## src/rtl/button_reader_pkg.sv

```systemverilog
// button_reader_pkg: register map and default constants shared by the button reader, bus decoder and firmware
package button_reader_pkg;

    typedef enum logic {
        REG_LEVEL = 1'b0,
        REG_EVENT = 1'b1
    } reg_addr_t;

    localparam int DEFAULT_DEBOUNCE = 16;
    localparam int RD_WIDTH         = 32;

endpackage

```

## src/rtl/button_reader_debounce_bit.sv

```systemverilog
// debounce_bit: two-flop synchronizer plus hold-time debouncer for one push-button
module debounce_bit #(
    parameter int DEBOUNCE = 16
) (
    input  logic clk,
    input  logic rst,
    input  logic button,
    output logic stable,
    output logic stable_next
);

    localparam int CW = $clog2(DEBOUNCE);
    localparam logic [CW-1:0] LAST = CW'(DEBOUNCE - 1);

    logic          sync1, sync2;
    logic [CW-1:0] cnt, cnt_next;

    // stable_next is exported so the parent can see a rising edge in the cycle it is accepted
    always_comb begin
        stable_next = (sync2 != stable && cnt == LAST) ? sync2 : stable;
        cnt_next    = (sync2 == stable || cnt == LAST) ? '0 : cnt + CW'(1);
    end

    always_ff @(posedge clk) begin
        if (rst) begin
            sync1  <= 1'b0;
            sync2  <= 1'b0;
            stable <= 1'b0;
            cnt    <= '0;
        end else begin
            sync1  <= button;
            sync2  <= sync1;
            stable <= stable_next;
            cnt    <= cnt_next;
        end
    end

endmodule

```

## src/rtl/button_reader.sv

```systemverilog
// button_reader: debounced push-button levels and clear-on-read press events behind a CPU read port
module button_reader
    import button_reader_pkg::*;
#(
    parameter int WIDTH    = 5,
    parameter int DEBOUNCE = DEFAULT_DEBOUNCE
) (
    input  logic                CLK,
    input  logic                RESET,
    input  logic [WIDTH-1:0]    BUTTONS,
    input  logic                RD_EN,
    input  logic                RD_ADDR,
    output logic [RD_WIDTH-1:0] RD_DATA,
    output logic                RD_VALID,
    output logic                IRQ
);

    logic [WIDTH-1:0] stable, stable_next, events, events_next, clr_mask, rd_sel;

    genvar i;
    generate
        for (i = 0; i < WIDTH; i++) begin : g_db
            debounce_bit #(.DEBOUNCE(DEBOUNCE)) u_db (
                .clk        (CLK),
                .rst        (RESET),
                .button     (BUTTONS[i]),
                .stable     (stable[i]),
                .stable_next(stable_next[i])
            );
        end
    endgenerate

    // only the bits actually returned are cleared, so a rise landing with the read survives
    always_comb begin
        clr_mask    = (RD_EN && RD_ADDR == REG_EVENT) ? events : '0;
        events_next = (events & ~clr_mask) | (stable_next & ~stable);
        rd_sel      = (RD_ADDR == REG_EVENT) ? events : stable;
    end

    always_ff @(posedge CLK) begin
        if (RESET) begin
            events   <= '0;
            IRQ      <= 1'b0;
            RD_VALID <= 1'b0;
            RD_DATA  <= '0;
        end else begin
            events   <= events_next;
            IRQ      <= |events_next;
            RD_VALID <= RD_EN;
            if (RD_EN)
                RD_DATA <= RD_WIDTH'(rd_sel);
        end
    end

endmodule
```

## config.mk

```make
export PLATFORM = sky130hd
export DESIGN_NAME = button_reader
export DESIGN_NICKNAME = d
export VERILOG_FILES = /design/src/rtl/button_reader_pkg.sv /design/src/rtl/button_reader_debounce_bit.sv /design/src/rtl/button_reader.sv
export SDC_FILE = /design/constraint.sdc
export NUM_CORES = 1
export LEC_CHECK = 0
export CAP_MARGIN = 25
export CORE_MARGIN = 2
export CORE_UTILIZATION = 54
export CTS_CLUSTER_SIZE = 40
export DETAILED_ROUTE_END_ITERATION = 8
export PLACE_DENSITY = 0.84
export SLEW_MARGIN = 20
export SYNTH_ARGS = -nofsm -noshare
export SYNTH_HDL_FRONTEND = slang
export SYNTH_HIERARCHICAL = 1
export SYNTH_SLANG_ARGS = --single-unit
```

## constraint.sdc

```tcl
create_clock -name CLK -period 3.1 [get_ports CLK]
set_input_delay 0.62 -clock CLK [delete_from_list [all_inputs] [get_ports CLK]]
set_output_delay 0.62 -clock CLK [all_outputs]
set_load 0.005 [all_outputs]
```

Word level (Yosys, flattened, before mapping)

Cells that the tools add are included.

$add $sub $neg: 5
Reductions and logical operators: 17
Multiplexer cells: 7
Eq/ne operators: 15
Bitwise operators: 5

Operators with widths:

| cell                                        | number |
|---|---|
| adder 4 x 1 -> 4 bit, second input constant | 5 |
| == test 4 bit, second input constant        | 5 |
| bitwise AND 5 bit                           | 2 |
| two-way mux 5 bit                           | 2 |
| NOT 5 bit                                   | 2 |
| OR reduction 2 bit                          | 5 |
| logical AND 1 bit                           | 6 |
| == test 1 bit                               | 5 |
| logical OR 1 bit                            | 5 |
| two-way mux 1 bit                           | 5 |
| != test 1 bit                               | 5 |
| bitwise OR 5 bit                            | 1 |
| OR reduction 5 bit                          | 1 |

Bits in registers: 47
Output and inout port bits: 34
Logic and storage cells: 73

Depth between registers and ports, before layout

Word-level depth: 6
Gate-level depth with buffers: 6
Mapped depth without buffers: 6

Cells and area by module

The synthesis kept the hierarchy.

Modules (own cells, without submodules):

| module        | cells each | times used | area each (um^2) |
|---|---|---|---|
| debounce_bit  | 23         | 5          | 261.5 |
| button_reader | 78         | 1          | 709.4 |

Least setup slack after synthesis

No wires, ideal clock.

Kind: register to register
Start: register g_db[1].u_db.cnt[0]
End: register IRQ
Buffers on the path: 0
Cell stages (with the launch flop): 7
Arrival: 1.406 ns
Slack: 1.556 ns
Setup time: 0.138 ns
Cells stage by stage: dfxtp_1 ha_1 nand3_2 mux2_4 and2b_1 nor3_1 a41oi_2

Longest elaborated chain between the ends: 6

RTL lines:

| what                   | RTL line                         | text |
|---|---|---|
| start, declared        | button_reader_debounce_bit.sv:16 | `logic [CW-1:0] cnt, cnt_next;` |
| start signal, assigned | button_reader_debounce_bit.sv:34 | `cnt <= cnt_next;` |
| == test 4 bit          | button_reader_debounce_bit.sv:20 | `stable_next = (sync2 != stable && cnt == LAST) ? sync2 : stable;` |
| logical AND 1 bit      | button_reader_debounce_bit.sv:20 |  |
| two-way mux 1 bit      | button_reader_debounce_bit.sv:20 |  |
| net stable_next[1]     | button_reader.sv:18              | `logic [WIDTH-1:0] stable, stable_next, events, events_next, clr_mask, rd_sel;` |
| bitwise AND 5 bit      | button_reader.sv:36              | `events_next = (events & ~clr_mask) \| (stable_next & ~stable);` |
| bitwise OR 5 bit       | button_reader.sv:36              |  |
| OR reduction 5 bit     | button_reader.sv:48              | `IRQ <= \|events_next;` |
| end signal, assigned   | button_reader.sv:48              |  |
| end, declared          | button_reader.sv:15              | `output logic IRQ` |

The timed path passes the listed nets, and every way through them passes these cells.
A chain may end at the register's enable or synchronous reset.

Final worst setup path

Start: input RESET
End: register RD_DATA[2]

RTL lines:

| what                 | RTL line            | text |
|---|---|---|
| start, declared      | button_reader.sv:9  | `input logic RESET,` |
| end signal, assigned | button_reader.sv:51 | `RD_DATA <= RD_WIDTH'(rd_sel);` |
| end, declared        | button_reader.sv:13 | `output logic [RD_WIDTH-1:0] RD_DATA,` |

No word-level cell between the ends.

==> results by group <==
Floorplanning
  – Die H: 65.1 microns
  – Top Ports: 43
  – Initial Utilization: 55.5%
  – FP Rows: 22
  – Die area: 0.00424 sq mm
  – Core box area: 0.00363 sq mm
  – Die width: 65.1 microns

Power
  – Pwr per Cell Area: 470 mW/mm^2
  – Clock power share: 34.6%
  – Sw power: 219 uW
  – Sequential power share: 59.8%
  – Combinational power share: 5.6%
  – Peak VDD IR: 0.248 mV
  – P_leak: 0.915 nW
  – Switching share of total power: 21.1%
  – P_int: 818 uW

Logic synthesis
  – Cell accounting for the most synthesized area: dfxtp_1
  – Synth Flop Type: dfxtp_1
  – Ys Warns: 6
  – Share of the synthesized area in the top cell type: 46.7%
  – Count of cell types in the netlist: 25
  – Async S/R FF share, synth: 0%
  – Netlist Area Pre-Place: 0.00202 sq mm
  – Cells after Synth: 193
  – Syn avg cell area: 10.5 sq um
  – Number of synthesized flops with an enable pin: 0
  – Sequential fraction of the synthesis area: 46.7%
  – Synth area leaders: dfxtp_1 47%, buf_4 10%, nor2_1 5.6%, nor2b_1 4.7%, xor2_1 4.3%
  – Flops & latches, synth: 47

Layout
  – Multi-input gate area: 926 sq um
  – Most frequent cells in the layout: 47 x dfxtp_1, 30 x nor2_1, 27 x conb_1, 15 x nor2b_1, 15 x clkdlybuf4s50_1
  – Reg area: 941 sq um
  – Ant diodes: 0
  – Area Growth Syn to Fin: 9.37%
  – FILL cells: 315
  – Most common cell after layout, fill and taps aside: dfxtp_1
  – Final nets: 228
  – Layout cells sized above 1: 14.0%
  – Layout Cells excl Fill: 262

Timing
  – Setup TNS: 0 ns
  – Setup ws final: 1.28 ns
  – RSZ-0062 raised after global routing: no
  – Slew @ Worst Pin: 0.796 ns
  – Max Freq: 549 MHz
  – Hold WS: 0.438 ns
  – Final setup violation count: 0
  – Final period demand of the worst path: 1.82 ns
  – Period utilization: 58.8%
  – Final Hold Viols: 0
  – Worst slew margin: 46.8%
  – Fin Clk Skew: 0.00266 ns
  – Fin. max-slew vios: 0

Worst setup path
  – Worst reg2reg path depth: 6
  – Required time worst endpoint: 3.26 ns
  – Critical path origin: RESET
  – Worst reg2reg path startpoint: g_db[1].u_db/cnt[0]$_SDFF_PP0_
  – Crit start category: input pin
  – Critical Path End Type: register
  – Crit path kind: input pin to register
  – CP Max Fanout: 20
  – Critical Path AT: 1.98 ns

Clock tree
  – Num CTS Buffers: 5
  – Max clock buf depth: 2
  – CTS tree: built
  – Clock transition at the registers of the reported paths: 0.08 ns
  – CTS Sinks: 47
  – Post-CTS Setup Repair Bufs: 0
  – CTS Hold Bufs: 0
  – Worst-Skew Late Latency: 0.29 ns
  – Clock root cell: clkbuf_8
  – H-tree depth: 2
  – Resize count post-CTS: 0

Placed design
  – GP Congestion: 0.736
  – Port Buf Inserts: 15
  – Dpl cells: 255
  – Hpwl dp: 1780 microns
  – Worst slack, placed: 0.912 ns

Worst hold path
  – Hold Crit Start: g_db[0].u_db/sync1$_SDFF_PP0_
  – Cells on Worst Hold Path: 1
  – Worst min path class: register to register

Detailed routing
  – Drt drc: 0
  – Final ANT Viol Nets: 0
  – First drt pass iteration count: 2
  – Via count: 1163
  – Routed WL per cell: 9.49 microns
  – DRT iter0 DRCs: 28
  – Vias per cell: 4.44
  – Final wirelength: 2490 microns

Status
  – Status: finished clean

GRT
  – Total grt overflow: 0
  – Vias in the first global route: 1057
  – Largest net degree at the start of global routing: 21
  – GR Util All Layers: 13.8%
  – Number of antenna violations at the first check in global routing: 0
  – First-pass GRT wire length: 4330 microns

Run
  – Max cap viols: 0
## logic make-up after synthesis
logic type	after synthesis	synth area share, %
simple gates	68	20.2
flops	47	46.7
buf+inv	35	12.3
xor+xnor	15	6.51
compound gates	12	4.90
mux	10	6.20
fa+ha+maj	5	3.10
other cells	1	0.186
## through the flow
stage               utilization, %  total power [mW]  cell area (sq um)
floorplan                        -             0.690               2110
global placement              58.3             0.692               2120
detailed placement            58.3             0.693               2120
CTS                           60.7              1.05               2210
global route                  60.7              1.09               2210
finish                        60.7              1.04               2210
## layer usage
metal	vias to the layer above	track usage [%]	routed length, microns
met2	29	21.6	1090
li1	613	-	-
met1	515	15.4	1180
met3	6	5.82	146
met4	0	8.59	71
met5	-	0	0
## power by group through the flow
stage	combinational [mW]	sequential, mW	clock [mW]
floorplan	0.0556	0.634	0
global placement	0.0575	0.634	0
detailed placement	0.0581	0.635	0
CTS	0.0583	0.620	0.376
global route	0.0654	0.622	0.403
finish	0.0579	0.620	0.358
## cell usage after synthesis (2+ instances only)
cell type / n
a21oi_2: 3
a211oi_1: 5
dfxtp_1: 47
mux2_4: 5
buf_6: 2
a21oi_1: 2
nand3_2: 5
inv_1: 5
nand3_1: 5
xor2_1: 10
nor2b_1: 15
xnor2_1: 5
nor2b_4: 5
nand3b_1: 5
nor2_1: 30
ha_1: 5
mux2i_1: 5
buf_4: 27
## cell type report
type                       count  share of cell area, %
sequential                    47                   42.7
multi-input combinational    137                   42.0
timing repair buffer          18                   7.83
clock buffer                   6                   3.74
tap                           48                   2.72
inverter                       5                  0.851
clock inverter                 1                  0.227
## path summary, 6_finish.rpt
| check | to | slack (ns) |
|---|---|---|
| hold / removal | g_db[0].u_db/sync2$_SDFF_PP0_ | 0.44 |
| setup reg to reg | IRQ$_SDFF_PP0_ | 1.37 |
| hold reg to reg | g_db[0].u_db/sync2$_SDFF_PP0_ | 0.44 |
| setup / recovery | RD_DATA[2]$_SDFFE_PP0P_ | 1.28 |
## flip-flops by register name, indices dropped and copies added, names as in the netlist
name	count
RD_DATA	5
events	5
g_db.u_db/cnt	20
g_db.u_db/sync2	5
RD_VALID	1
g_db.u_db/stable	5
g_db.u_db/sync1	5
IRQ	1
## worst max-delay path, stage by stage
cell and delay, ns:
clkdlybuf4s50_1 0.99, buf_4 0.30, a211oi_1 0.06
Note: power is estimated with default switching activity, not from simulation.
